===== src/rtl/mux_nch_pkg.sv =====
// mux_nch_reg shared package: mode constants and index helpers.
// Used by the mux, its interface and the round-robin arbiter.
package mux_nch_pkg;

  localparam logic MODE_FIXED = 1'b0;
  localparam logic MODE_RR    = 1'b1;

  function automatic int sel_w(input int n);
    return (n > 1) ? $clog2(n) : 1;
  endfunction

  function automatic int wrap_inc(
    input int k,
    input int n
  );
    return (k + 1 >= n) ? 0 : k + 1;
  endfunction

endpackage


===== src/rtl/mux_nch_reg_if.sv =====
// mux_nch_reg port bundle: N producer streams in, one registered stream out.
// slave = the mux, master = the producers/consumer driving it.
interface mux_nch_reg_if
  import mux_nch_pkg::*;
#(
  parameter int N = 4,
  parameter int W = 8
);

  localparam int SELW = sel_w(N);

  logic [N*W-1:0]  in_data;
  logic [N-1:0]    in_valid;
  logic [N-1:0]    in_ready;
  logic [SELW-1:0] sel;
  logic            mode;
  logic [W-1:0]    out_data;
  logic            out_valid;
  logic            out_ready;
  logic [SELW-1:0] grant;

  modport slave (
    input  in_data,
    input  in_valid,
    input  sel,
    input  mode,
    input  out_ready,
    output in_ready,
    output out_data,
    output out_valid,
    output grant
  );

  modport master (
    output in_data,
    output in_valid,
    output sel,
    output mode,
    output out_ready,
    input  in_ready,
    input  out_data,
    input  out_valid,
    input  grant
  );

endinterface


===== src/rtl/mux_nch_reg_rr_arbiter.sv =====
// Round-robin arbiter: first requester at or after ptr, wrapping.
// Only instantiated when MUX_NCH_RR_EN is defined.
module rr_arbiter
  import mux_nch_pkg::*;
#(
  parameter int N = 4,
  localparam int SELW = sel_w(N)
) (
  input  logic [N-1:0]    req,
  input  logic [SELW-1:0] ptr,
  output logic [SELW-1:0] winner,
  output logic            any_req
);

  int              idx;
  logic [SELW-1:0] idx_s;

  // Scan farthest-first so the nearest requester overwrites last.
  always_comb begin
    winner = '0;
    idx    = 0;
    idx_s  = '0;
    for (int i = N - 1; i >= 0; i--) begin
      idx = int'(ptr) + i;
      if (idx >= N) idx = idx - N;
      idx_s = SELW'(idx);
      if (req[idx_s]) winner = idx_s;
    end
  end

  assign any_req = |req;

endmodule


===== src/rtl/mux_nch_reg.sv =====
// N-channel registered mux with valid/ready on every port.
// MUX_NCH_RR_EN: enables round-robin mode (else fixed-select only).
module mux_nch_reg
  import mux_nch_pkg::*;
#(
  parameter int N = 4,
  parameter int W = 8
) (
  input logic          clk,
  input logic          rst_n,
  mux_nch_reg_if.slave bus
);

  localparam int SELW = sel_w(N);

  logic [W-1:0]    ch [N];
  logic [W-1:0]    data_q;
  logic [SELW-1:0] grant_q;
  logic [SELW-1:0] pick;
  logic [N-1:0]    ready;
  logic            valid_q;
  logic            can_accept;
  logic            pick_ok;
  logic            sel_ok;
  logic            xfer;

  for (genvar k = 0; k < N; k++) begin : g_ch
    assign ch[k] = bus.in_data[k*W +: W];
  end

  assign can_accept = !valid_q || bus.out_ready;
  assign sel_ok     = int'(bus.sel) < N;

`ifdef MUX_NCH_RR_EN
  logic [SELW-1:0] ptr_q;
  logic [SELW-1:0] rr_win;
  logic            rr_any;

  rr_arbiter #(.N(N)) u_arb (
    .req     (bus.in_valid),
    .ptr     (ptr_q),
    .winner  (rr_win),
    .any_req (rr_any)
  );

  always_comb begin
    pick    = bus.sel;
    pick_ok = sel_ok;
    if (bus.mode == MODE_RR) begin
      pick    = rr_win;
      pick_ok = rr_any;
    end
  end

  always_ff @(posedge clk or negedge rst_n) begin
    if (!rst_n) begin
      ptr_q <= '0;
    end else if (xfer && bus.mode == MODE_RR) begin
      ptr_q <= SELW'(wrap_inc(int'(pick), N));
    end
  end
`else
  logic mode_unused;

  assign mode_unused = bus.mode;
  assign pick        = bus.sel;
  assign pick_ok     = sel_ok;
`endif

  // Fixed mode offers ready regardless of in_valid.
  always_comb begin
    ready = '0;
    if (pick_ok && can_accept) ready[pick] = 1'b1;
  end

  assign xfer = |(ready & bus.in_valid);

  always_ff @(posedge clk or negedge rst_n) begin
    if (!rst_n) begin
      valid_q <= 1'b0;
      data_q  <= '0;
      grant_q <= '0;
    end else if (xfer) begin
      valid_q <= 1'b1;
      data_q  <= ch[pick];
      grant_q <= pick;
    end else if (bus.out_ready) begin
      valid_q <= 1'b0;
    end
  end

  assign bus.in_ready  = ready;
  assign bus.out_data  = data_q;
  assign bus.out_valid = valid_q;
  assign bus.grant     = grant_q;

endmodule


===== src/flat_wrapper.sv =====
// flat-port wrapper written by rule: the top's interface ports become plain ports
module mux_nch_reg_flat import mux_nch_pkg::*;
#(
  parameter int N = 4,
  parameter int W = 8
)
  (clk, rst_n, bus_in_data, bus_in_valid, bus_sel, bus_mode, bus_out_ready, bus_in_ready, bus_out_data, bus_out_valid, bus_grant);
  mux_nch_reg_if #(.N(N), .W(W)) bus_i ();
  input logic clk;
  input logic rst_n;
  input wire logic [$bits(bus_i.in_data)-1:0] bus_in_data;
  input wire logic [$bits(bus_i.in_valid)-1:0] bus_in_valid;
  input wire logic [$bits(bus_i.sel)-1:0] bus_sel;
  input wire logic [$bits(bus_i.mode)-1:0] bus_mode;
  input wire logic [$bits(bus_i.out_ready)-1:0] bus_out_ready;
  output wire logic [$bits(bus_i.in_ready)-1:0] bus_in_ready;
  output wire logic [$bits(bus_i.out_data)-1:0] bus_out_data;
  output wire logic [$bits(bus_i.out_valid)-1:0] bus_out_valid;
  output wire logic [$bits(bus_i.grant)-1:0] bus_grant;
  assign bus_i.in_data = bus_in_data;
  assign bus_i.in_valid = bus_in_valid;
  assign bus_i.sel = bus_sel;
  assign bus_i.mode = bus_mode;
  assign bus_i.out_ready = bus_out_ready;
  assign bus_in_ready = bus_i.in_ready;
  assign bus_out_data = bus_i.out_data;
  assign bus_out_valid = bus_i.out_valid;
  assign bus_grant = bus_i.grant;
  mux_nch_reg #(.N(N), .W(W)) u_core (.clk(clk), .rst_n(rst_n), .bus(bus_i));
endmodule

===== config.mk =====
export PLATFORM = sky130hd
export DESIGN_NAME = mux_nch_reg_flat
export DESIGN_NICKNAME = d
export VERILOG_FILES = /design/src/rtl/mux_nch_pkg.sv /design/src/rtl/mux_nch_reg_if.sv /design/src/rtl/mux_nch_reg_rr_arbiter.sv /design/src/rtl/mux_nch_reg.sv /design/src/flat_wrapper.sv
export SDC_FILE = /design/constraint.sdc
export NUM_CORES = 1
export LEC_CHECK = 0
export ABC_CLOCK_PERIOD_IN_PS = 2000
export BUFFER_PORTS_ARGS = -buffer_cell sky130_fd_sc_hd__buf_2
export CORE_MARGIN = 2
export CORE_UTILIZATION = 38
export DETAILED_ROUTE_END_ITERATION = 10
export PLACE_DENSITY = 0.82
export REMOVE_ABC_BUFFERS = 1
export SLEW_MARGIN = 20
export SYNTH_ARGS = -nofsm -noshare
export SYNTH_HDL_FRONTEND = slang
export SYNTH_HIERARCHICAL = 1
export SYNTH_SLANG_ARGS = --single-unit

===== constraint.sdc =====
create_clock -name clk -period 2 [get_ports clk]
set_clock_uncertainty 0.2 [all_clocks]
set_input_delay 0.1 -clock clk [delete_from_list [all_inputs] [get_ports clk]]
set_output_delay 0.1 -clock clk [all_outputs]
set_load 0.02 [all_outputs]

### Yosys cells after proc, flatten, opt, wreduce, memory -nomap -nowiden

Cells that the tools add are included.

| word-level totals | value |
|---|---|
| register bits after elaboration | 11 |
| bits of input ports | 42 |
| output and inout port bits | 15 |
| logic and storage cells | 21 |

| cells by class | value |
|---|---|
| magnitude comparators | 3 |
| multiplexer cells | 8 |
| bitwise gates (word level) | 2 |
| reductions and logical operators | 5 |

Operators with widths:

| cell | number |
|---|---|
| binary-select mux 8 bit (select 2 bit) | 1 |
| 2-to-1 mux 8 bit | 2 |
| bitwise AND 4 bit | 1 |
| 2-to-1 mux 4 bit | 1 |
| OR reduction 4 bit | 1 |
| >= comparator 3 bit (second input constant) | 1 |
| less-than comparator 2 x 3 -> 1 bit (second input constant) | 1 |
| 2-to-1 mux 1 bit | 3 |
| NOT 2 -> 3 bit | 1 |
| demux 1 bit (select 2 bit) | 1 |
| >= comparator 2 x 1 -> 1 bit (second input constant) | 1 |
| nonzero test 2 bit | 1 |
| logical AND 1 bit | 1 |
| zero test 1 bit | 1 |
| logical OR 1 bit | 1 |

### Logic depth before layout (Yosys ltp)

Gate-level depths: netlist of run 1.

| logic depth | value |
|---|---|
| depth in word-level cells | 8 |
| gate-level depth with buffers | 5 |
| gate-level depth less buffers | 4 |

### Worst setup path before layout of run 1

OpenSTA, ideal clock, no wires.

| timing path | value |
|---|---|
| kind | register to register |
| start point | register u_core.valid_q, in the netlist u_core/bus.out_valid |
| end point | register u_core.grant_q[0], in the netlist u_core/bus.grant[0] |
| data arrival time | 1.416 ns |
| data required time | 1.675 ns |
| setup slack | 0.259 ns |
| stages on the path, launching flop included | 5 |
| path buffers | 0 |
| period minus slack after synthesis | 1.741 ns |
| cell sequence | dfrtp_1 -> nor2b_1 -> nor3_1 -> a31oi_4 -> mux2_2 |

| on the way | value |
|---|---|
| cells in the longest elaborated chain, start to end | 5 |

RTL lines:

| element | line | text |
|---|---|---|
| from (decl) | mux_nch_reg.sv:21 | `logic valid_q;` |
| from (signal assigned) | mux_nch_reg.sv:80 | `valid_q <= 1'b0;` |
| from (signal assigned) | mux_nch_reg.sv:84 | `valid_q <= 1'b1;` |
| from (signal assigned) | mux_nch_reg.sv:88 | `valid_q <= 1'b0;` |
| zero test 1 bit | mux_nch_reg.sv:31 | `assign can_accept = !valid_q \|\| bus.out_ready;` |
| logical OR 1 bit | mux_nch_reg.sv:31 |  |
| 2-to-1 mux 4 bit | mux_nch_reg.sv:73 | `if (pick_ok && can_accept) ready[pick] = 1'b1;` |
| bitwise AND 4 bit | mux_nch_reg.sv:76 | `assign xfer = \|(ready & bus.in_valid);` |
| OR reduction 4 bit | mux_nch_reg.sv:76 |  |
| to (signal assigned) | mux_nch_reg.sv:86 | `grant_q <= pick;` |
| to (decl) | mux_nch_reg.sv:18 | `logic [SELW-1:0] grant_q;` |

Every way passes these cells.
A chain may end at the register's enable or synchronous reset.

### Worst setup path in the final report of run 1

| timing path | value |
|---|---|
| start point | register u_core.valid_q, in the netlist u_core/bus.out_valid |
| end point | register u_core.data_q[0], in the netlist u_core/bus.out_data[0] |

| on the way | value |
|---|---|
| cells in the longest elaborated chain, start to end | 5 |

RTL lines:

| element | line | text |
|---|---|---|
| zero test 1 bit | mux_nch_reg.sv:31 |  |
| logical OR 1 bit | mux_nch_reg.sv:31 |  |
| 2-to-1 mux 4 bit | mux_nch_reg.sv:73 |  |
| bitwise AND 4 bit | mux_nch_reg.sv:76 |  |
| OR reduction 4 bit | mux_nch_reg.sv:76 |  |
| to (signal assigned) | mux_nch_reg.sv:85 | `data_q <= ch[pick];` |
| to (decl) | mux_nch_reg.sv:17 | `logic [W-1:0] data_q;` |

Every way passes these cells.

==> results of run 1 <==
[stage by stage]
stage / cells / hold WS, ps
after floorplan: 43 / -396
final: 129 / 35.2
after detailed placement: 124 / -221
after CTS: 129 / 18.6
after global placement: 124 / -221
after global routing: 129 / 35.5
[synth_stat cells]
cell type,number,area (um^2)
dfrtp_1,11,275
mux2_2,9,101
mux4_1,7,184
clkbuf_1,2,7.51
nand2_1,2,7.51
nor3_1,2,10.0
a31oi_4,1,21.3
and3_1,1,6.26
buf_6,1,11.3
clkbuf_8,1,13.8
inv_1,1,3.75
mux2_4,1,15.0
mux2i_1,1,10.0
mux4_2,1,22.5
nand2b_1,1,6.26
nand3_1,1,5.00
nor2_1,1,3.75
nor2b_1,1,6.26
nor3b_1,1,7.51
o21ai_0,1,5.00
[state kept, by name, summed over array words and instances (netlist names)]
name,cells
u_core/bus.out_valid,1
u_core/bus.grant,2
u_core/bus.out_data,8
[logic make-up after synthesis]
| group | count (synthesis) | synth area share |
|---|---|---|
| compound gates | 2 | 0.0363 |
| simple gates | 10 | 0.0727 |
| buf+inv | 5 | 0.0502 |
| flops | 11 | 0.381 |
| mux | 19 | 0.460 |
[what timing repair did]
item | CTS | global route
hold endpoints to repair | 11 | 0
hold buffers | 1 | 0
buffers inserted | 0 | 0
[worst max-delay path, stage by stage (launching register included)]
cell and delay, ps:
dfrtp_1 380, nor2b_1 230, nor3_1 120, a31oi_4 370, mux2_2 390
[path summary, 6_finish.rpt]
path / start / to / slack [ps] / cells after the start
min reg2reg: u_core/bus.out_data[4] / u_core/bus.out_data[4] / 300 / 1
max reg2reg: u_core/bus.out_valid / u_core/bus.out_data[0] / 190 / 4
max in group asynchronous: rst_n / u_core/bus.out_data[2] / 1360 / 2
min: rst_n / u_core/bus.grant[0] / 40 / 2
min in group clk: bus_in_valid[3] / u_core/bus.grant[1] / 40 / 4
max: u_core/bus.out_valid / u_core/bus.out_data[0] / 190 / 4
[per-layer routing]
layer	track usage	routed length, um	vias to the layer above
met1	0.185	586	301
met2	0.276	911	29
met5	0	0	-
met3	0.0415	140	0
li1	-	-	304
met4	0.0324	0	0
[final cells by class]
class,instances,share of cell area
Inverter,1,0.00361
Multi-Input combinational cell,31,0.395
Clock buffer,4,0.0252
Sequential cell,11,0.264
Tap cell,25,0.0300
Timing Repair Buffer,57,0.281
[power breakdown]
| group | leakage (nW) | internal (mW) | switching, mW | total [mW] |
|---|---|---|---|---|
| combinational | 0.395 | 0.148 | 0.162 | 0.310 |
| sequential | 0.128 | 0.278 | 0.0273 | 0.305 |
| clock | 0.0150 | 0.0770 | 0.0717 | 0.149 |
==> run_results.csv, run 1 <==
group,metric,value,unit
synthesis,ys_types,20,
synthesis,yosys_warnings,6,
layout,area_delta_synth_final,43.9,%
global_route,grt_pass1_wl,2390,um
pwr,powerDensity,734,mW/mm^2
floorplan,initial_core_util,0.410,
sta,max_freq,551,MHz
routing,first_pass_iters,3,
sta,tightest_slew,405,ps
job,timing.max_cap.violations,0,
clock_tree,cts_made_buffers,3,
clock_tree,cts.path.max_buffers,2,
global_route,overflow,0,
critical_path,required,1940,ps
routing,vias_per_cell,4.91,
placement,dp_hpwl,1340,um
layout,layout-drive-gt1-share,0.683,
routing,drtIter0Drc,8,
placement,portBuffers,55,
floorplan,io-pin-count,57,
layout,final_cell_mix,"buf_2, dfrtp_1, mux2_2",
clock_tree,clock_latency,260,ps
clock_tree,root_buffer,"clkbuf_4",
sta,tns,0,ps
global_route,grt_pass1_vias,575,
placement,gp_congestion,0.637,
synthesis,synth_area_per_cell,15.4,um^2
routing,drc,0,
sta,setup_viol,0,
global_route,grt_max_degree,16,
synthesis,syn-cell-area,723,um^2
sta,fin_crit_sh,0.907,
synthesis,syn_inst,47,
clock_tree,cts.clk_slew.worst_paths,70,ps
status,status,"finished, final reports clean",
floorplan,dieHeight,47.6,um
synthesis,ys_seq_elements,11,
layout,num-nets-final,147,
floorplan,dieArea,0.00227,mm^2
layout,regArea,275,um^2
layout,antenna_cells,0,
pwr,vdd_ir_drop_max,0.437,mV
critical_path,endpoint_kind,"register",
layout,multiInputGateArea,412,um^2
pwr,fin_total_pwr,764,uW
sta,final_hold_viol_count,0,
floorplan,core-area,0.00176,mm^2
critical_path,crit_type,"register to register",
layout,finish.utilization,0.590,
routing,vias,634,
floorplan,die_w,47.6,um
pwr,p_leak,0.538,nW
critical_path,cp_max_fo,10,
routing,ant_nets,0,
routing,wire_per_inst,12.7,um
sta,relSlewSlack,0.728,
clock_tree,cts_sinks,11,
sta,timing.final.ws_setup,186,ps
global_route,antenna_found_initial,0,
placement,pre_cts_ws,218,ps
layout,fill_cells,155,
clock_tree,post_cts_resized,0,
synthesis,yosysSeqAreaShare,0.381,
critical_path,cp-start-kind,"register",
critical_path,worstPathArrival,1760,ps
layout,final_common_cell,"buf_2",
sta,drv_slew,0,
global_route,gr-usage-all-layers,0.154,
clock_tree,cts_tree,"done",
sta,min_period,1810,ps
layout,finalInstanceArea,0.00104,mm^2
sta,rsz0062_at_grt,"false",
floorplan,rows,15,
min_path,hold_path.class,"primary input to asynchronous set/reset pin",
routing,drt_wl_total,1640,um
placement,dpl_cell_area,0.00100,mm^2
clock_tree,h-tree-depth,1,
No activity file was read; power rests on OpenSTA's default activity.
==> run 2, diff against run 1 <==
--- a/config.mk
+++ b/config.mk
@@ -5,7 +5,7 @@
 export SDC_FILE = /design/constraint.sdc
 export NUM_CORES = 1
 export LEC_CHECK = 0
-export ABC_CLOCK_PERIOD_IN_PS = 2000
+export ABC_CLOCK_PERIOD_IN_PS = 1800
 export BUFFER_PORTS_ARGS = -buffer_cell sky130_fd_sc_hd__buf_2
 export CORE_MARGIN = 2
 export CORE_UTILIZATION = 38
==> constraint.sdc (replaced) <==
create_clock -name clk -period 1.8 [get_ports clk]
set_clock_uncertainty 0.2 [all_clocks]
set_input_delay 0.09 -clock clk [delete_from_list [all_inputs] [get_ports clk]]
set_output_delay 0.09 -clock clk [all_outputs]
set_load 0.02 [all_outputs]
==> run_results.csv, run 2 (synthesized netlist as in run 1, its figures left out) <==
group,metric,value,unit
status,status,"finished, final reports clean",
routing,drtIter0Drc,7,
layout,num-nets-final,150,
global_route,grt_pass1_wl,2660,um
sta,drv_slew,0,
layout,antenna_cells,0,
critical_path,endpoint_kind,"register",
clock_tree,cts.clk_slew.worst_paths,70,ps
critical_path,required,1750,ps
routing,first_pass_iters,3,
critical_path,crit_path_max_incr_delay,380,ps
clock_tree,h-tree-depth,1,
sta,setup_viol,0,
global_route,gr-usage-all-layers,0.177,
layout,area_delta_synth_final,49.8,%
floorplan,dieHeight,47.6,um
routing,ant_nets,0,
clock_tree,clock_latency,260,ps
critical_path,crit_path_cell_trace,"nor2b_4 -> nor3_1 -> buf_4 -> a31oi_4 -> buf_12 -> mux2_2",
sta,tns,0,ps
pwr,powerDensity,802,mW/mm^2
critical_path,cp-start-kind,"register",
routing,vias_per_cell,4.85,
min_path,hold_path.class,"primary input to asynchronous set/reset pin",
job,timing.max_cap.violations,0,
layout,layout-drive-gt1-share,0.701,
sta,final_hold_viol_count,0,
global_route,grt_max_degree,12,
clock_tree,cts_sinks,11,
floorplan,initial_core_util,0.410,
layout,largest_register_ffs,8,
critical_path,crit_type,"register to register",
global_route,antenna_found_initial,0,
clock_tree,cts_tree,"done",
routing,drc,0,
clock_tree,cts.path.max_buffers,2,
floorplan,dieArea,0.00227,mm^2
sta,rsz0062_at_grt,"false",
floorplan,rows,15,
routing,vias,640,
critical_path,cp_slowest_cell,"dfrtp_1",
layout,final_cell_mix,"buf_2, dfrtp_1, mux2_2",
critical_path,worstPathArrival,1680,ps
placement,portBuffers,55,
placement,gp_congestion,0.638,
clock_tree,cts_made_buffers,3,
pwr,vdd_ir_drop_max,0.669,mV
pwr,p_leak,0.563,nW
layout,fin_cells,132,
sta,relSlewSlack,0.837,
placement,dp_hpwl,1440,um
routing,drt_wl_total,1750,um
critical_path,cpLargestDelayFamily,"flip-flops",
global_route,overflow,0,
critical_path,reg2reg_slack,70,ps
sta,tightest_slew,245,ps
floorplan,io-pin-count,57,
critical_path,cp_max_fo,10,
layout,final_common_cell,"buf_2",
floorplan,die_w,47.6,um
sta,min_period,1730,ps
clock_tree,root_buffer,"clkbuf_4",
routing,wire_per_inst,13.3,um
sta,fin_crit_sh,0.961,
layout,finalInstanceArea,0.00108,mm^2
floorplan,core-area,0.00176,mm^2
critical_path,path_buf_inv,2,
sta,max_freq,578,MHz
global_route,grt_pass1_vias,668,
placement,dpl.cell_count,126,
placement,dpl_cell_area,0.00102,mm^2
run 2: cell types whose count changed in the layout (fill, tap and decap cells not counted), sizes merged:
cell and delta:
buf +3
run 2: area by class of cell:
cell class / count / area (um^2)
inverters: 1 / 3.75
clock buffers: 4 / 26.3
flip-flops and latches: 11 / 275
well taps: 25 / 31.3
multi-input cells: 31 / 419
repair buffers: 60 / 328
fillers: 154 / 681
run 2: through the flow:
step            util  setup WS, ps  hold slack, ps  power (mW)
2_1_floorplan      -          67.6            -406       0.545
3_3_place_gp   0.578          13.4            -229       0.683
3_5_place_dp   0.578          -101            -226       0.698
4_1_cts        0.611          37.1            14.8       0.881
5_1_grt        0.614          9.73            37.4       0.930
6_report       0.614          70.9            22.1       0.869
run 2: repair_timing:
item                                    4_1_cts  5_1_grt
endpoints found under the setup margin        9        8
setup buffers                                 1        0
hold buffers                                  1        0
resized for setup                             1        1
endpoints found under the hold margin        11        0
run 2: power by group:
| group | switching (mW) | internal [mW] |
|---|---|---|
| logic | 0.185 | 0.181 |
| clock network | 0.0770 | 0.0856 |
| registers | 0.0310 | 0.309 |
| total | 0.293 | 0.576 |
run 2: per-layer routing:
layer,part of all wire,track usage,wire length [um]
met5,0,0,0
met4,0,0.0541,0
met3,0.090,0.0792,157
met2,0.56,0.322,987
met1,0.35,0.183,607
run 2: final timing paths:
kind	from	endpoint	cells past startpoint
worst max-delay path	u_core/bus.out_valid	u_core/bus.out_data[6]	6
worst min-delay path	rst_n	u_core/bus.grant[0]	2
worst max register to register	u_core/bus.out_valid	u_core/bus.out_data[6]	6
worst min register to register	u_core/bus.out_data[2]	u_core/bus.out_data[2]	1
max in group asynchronous	rst_n	u_core/bus.grant[1]	2
min in group clk	bus_in_valid[3]	u_core/bus.grant[1]	4
==> run 3, diff against run 2 <==
--- a/config.mk
+++ b/config.mk
@@ -7,8 +7,10 @@
 export LEC_CHECK = 0
 export ABC_CLOCK_PERIOD_IN_PS = 1800
 export BUFFER_PORTS_ARGS = -buffer_cell sky130_fd_sc_hd__buf_2
+export CELL_PAD_IN_SITES_DETAIL_PLACEMENT = 1
+export CELL_PAD_IN_SITES_GLOBAL_PLACEMENT = 1
 export CORE_MARGIN = 2
-export CORE_UTILIZATION = 38
+export CORE_UTILIZATION = 28
 export DETAILED_ROUTE_END_ITERATION = 10
 export PLACE_DENSITY = 0.82
 export REMOVE_ABC_BUFFERS = 1
==> run_results.csv, run 3 (synthesized netlist as in run 1, its figures left out) <==
group,metric,value,unit
placement,gp_congestion,0.635,
critical_path,cp_slowest_cell,"dfrtp_1",
clock_tree,cts_setup_buffers,0,
layout,num-nets-final,150,
clock_tree,clock_latency,260,ps
placement,dpl.cell_count,132,
placement,portBuffers,55,
sta,relSlewSlack,0.825,
floorplan,dieHeight,54.8,um
routing,drt_wl_total,1870,um
clock_tree,cts_made_buffers,3,
sta,fin_crit_sh,0.915,
clock_tree,root_buffer,"clkbuf_4",
pwr,clkPwrFrac,0.184,
floorplan,dieArea,0.00301,mm^2
clock_tree,cts.path.max_buffers,2,
floorplan,die_w,54.8,um
floorplan,core-area,0.00245,mm^2
critical_path,endpoint_kind,"register",
critical_path,crit_path_max_incr_delay,370,ps
pwr,pwr-share-comb,0.423,
global_route,grt_max_degree,12,
layout,antenna_cells,0,
layout,final_common_cell,"buf_2",
critical_path,cp_max_fo,10,
layout,final_cell_mix,"buf_2, dfrtp_1, mux2_2",
routing,drc,0,
pwr,p_leak,0.560,nW
pwr,netSwitchingFraction,0.336,
layout,layout-drive-gt1-share,0.710,
pwr,power.switching,290,uW
clock_tree,cts_sinks,11,
global_route,grt_pass1_vias,689,
routing,ant_nets,0,
sta,tns,0,ps
layout,fin_cells,137,
clock_tree,cts_tree,"done",
critical_path,worst-r2r-cell-count,5,
job,timing.max_cap.violations,0,
pwr,p_int,574,uW
pwr,seq_power_share,0.393,
layout,area_delta_synth_final,50.7,%
sta,tightest_slew,261,ps
floorplan,io-pin-count,57,
critical_path,worstPathArrival,1590,ps
routing,vias,645,
layout,largest_register_ffs,8,
status,status,"finished, final reports clean",
placement,dp_hpwl,1610,um
global_route,overflow,0,
min_path,hold_path.class,"primary input to asynchronous set/reset pin",
global_route,antenna_found_initial,0,
sta,final_hold_viol_count,0,
global_route,grt_pass1_wl,2820,um
pwr,vdd_ir_drop_max,0.371,mV
global_route,gr-usage-all-layers,0.138,
clock_tree,h-tree-depth,1,
layout,fill_cells,283,
routing,first_pass_iters,3,
sta,min_period,1650,ps
sta,hold-worst-slack,26.6,ps
routing,drtIter0Drc,2,
floorplan,rows,18,
critical_path,required,1740,ps
sta,drv_slew,0,
sta,max_freq,607,MHz
sta,setup_viol,0,
critical_path,cp-start-kind,"register",
critical_path,crit_type,"register to register",
critical_path,crit_path_cell_trace,"nor2b_2 -> nor3_2 -> a31oi_4 -> buf_12 -> mux2_2",
sta,rsz0062_at_grt,"false",
clock_tree,cts.clk_slew.worst_paths,70,ps
floorplan,initial_core_util,0.295,
routing,wire_per_inst,13.6,um
pwr,powerDensity,792,mW/mm^2
routing,vias_per_cell,4.71,
[run 3: cell types whose count changed in the layout (fill, tap and decap cells not counted)]
cell     previous run  this run
nor2b_2             0         1
nor2b_4             1         0
nor3_2              0         1
nor3_1              2         1
[run 3: worst max-delay path, delay by kind of cell, from the launching register on]
kind,cells,cell delay [ps]
DFF,1,370
muxes,1,340
and+or+nand+nor,2,280
AOI/OAI and AO/OA,1,180
buffers and inverters,1,150
[run 3: per-stage QoR]
stage | utilization | cell area (um^2) | setup WS, ps | power [mW]
after floorplan | - | 691 | 67.6 | 0.545
after global placement | 0.426 | 1050 | 127 | 0.695
after detailed placement | 0.426 | 1050 | 53.9 | 0.714
after CTS | 0.441 | 1080 | 45.4 | 0.880
after global routing | 0.444 | 1090 | 74.6 | 0.924
final | 0.444 | 1090 | 152 | 0.863
[run 3: power groups by stage]
stage / Combinational, mW / Clock, mW / Sequential [mW]
2_1_floorplan: 0.125 / 0 / 0.421
3_3_place_gp: 0.356 / 0 / 0.339
3_5_place_dp: 0.369 / 0 / 0.345
4_1_cts: 0.370 / 0.169 / 0.340
5_1_grt: 0.396 / 0.183 / 0.345
6_report: 0.365 / 0.159 / 0.339
[run 3: per-layer routing]
metal | up-vias | global-route usage | part of all wire
li1 | 308 | - | -
met1 | 303 | 0.147 | 0.36
met2 | 32 | 0.262 | 0.56
met3 | 2 | 0.0109 | 0.069
met4 | 0 | 0.0750 | 0.010
met5 | - | 0 | 0
[run 3: layout make-up]
cell class              instances  area, um^2  area share
multi-input cells              31         419       0.385
repair buffers                 60         328       0.301
flip-flops and latches         11         275       0.253
well taps                      30        37.5      0.0344
clock buffers                   4        26.3      0.0241
inverters                       1        3.75     0.00344
[run 3: what timing repair did]
action	CTS	global route
endpoints found under the hold margin	11	0
resized for setup	0	2
hold buffers	1	0
endpoints found under the setup margin	0	9
[run 3: worst paths after layout]
path | startpoint | endpoint | slack, ps
setup / recovery | u_core/bus.out_valid | u_core/bus.out_data[4] | 150
hold / removal | rst_n | u_core/bus.out_data[4] | 30
setup reg to reg | u_core/bus.out_valid | u_core/bus.out_data[4] | 150
hold reg to reg | u_core/bus.grant[0] | u_core/bus.grant[0] | 300
max in group asynchronous | rst_n | u_core/bus.out_data[0] | 1180
min in group clk | bus_in_valid[2] | u_core/bus.grant[1] | 40
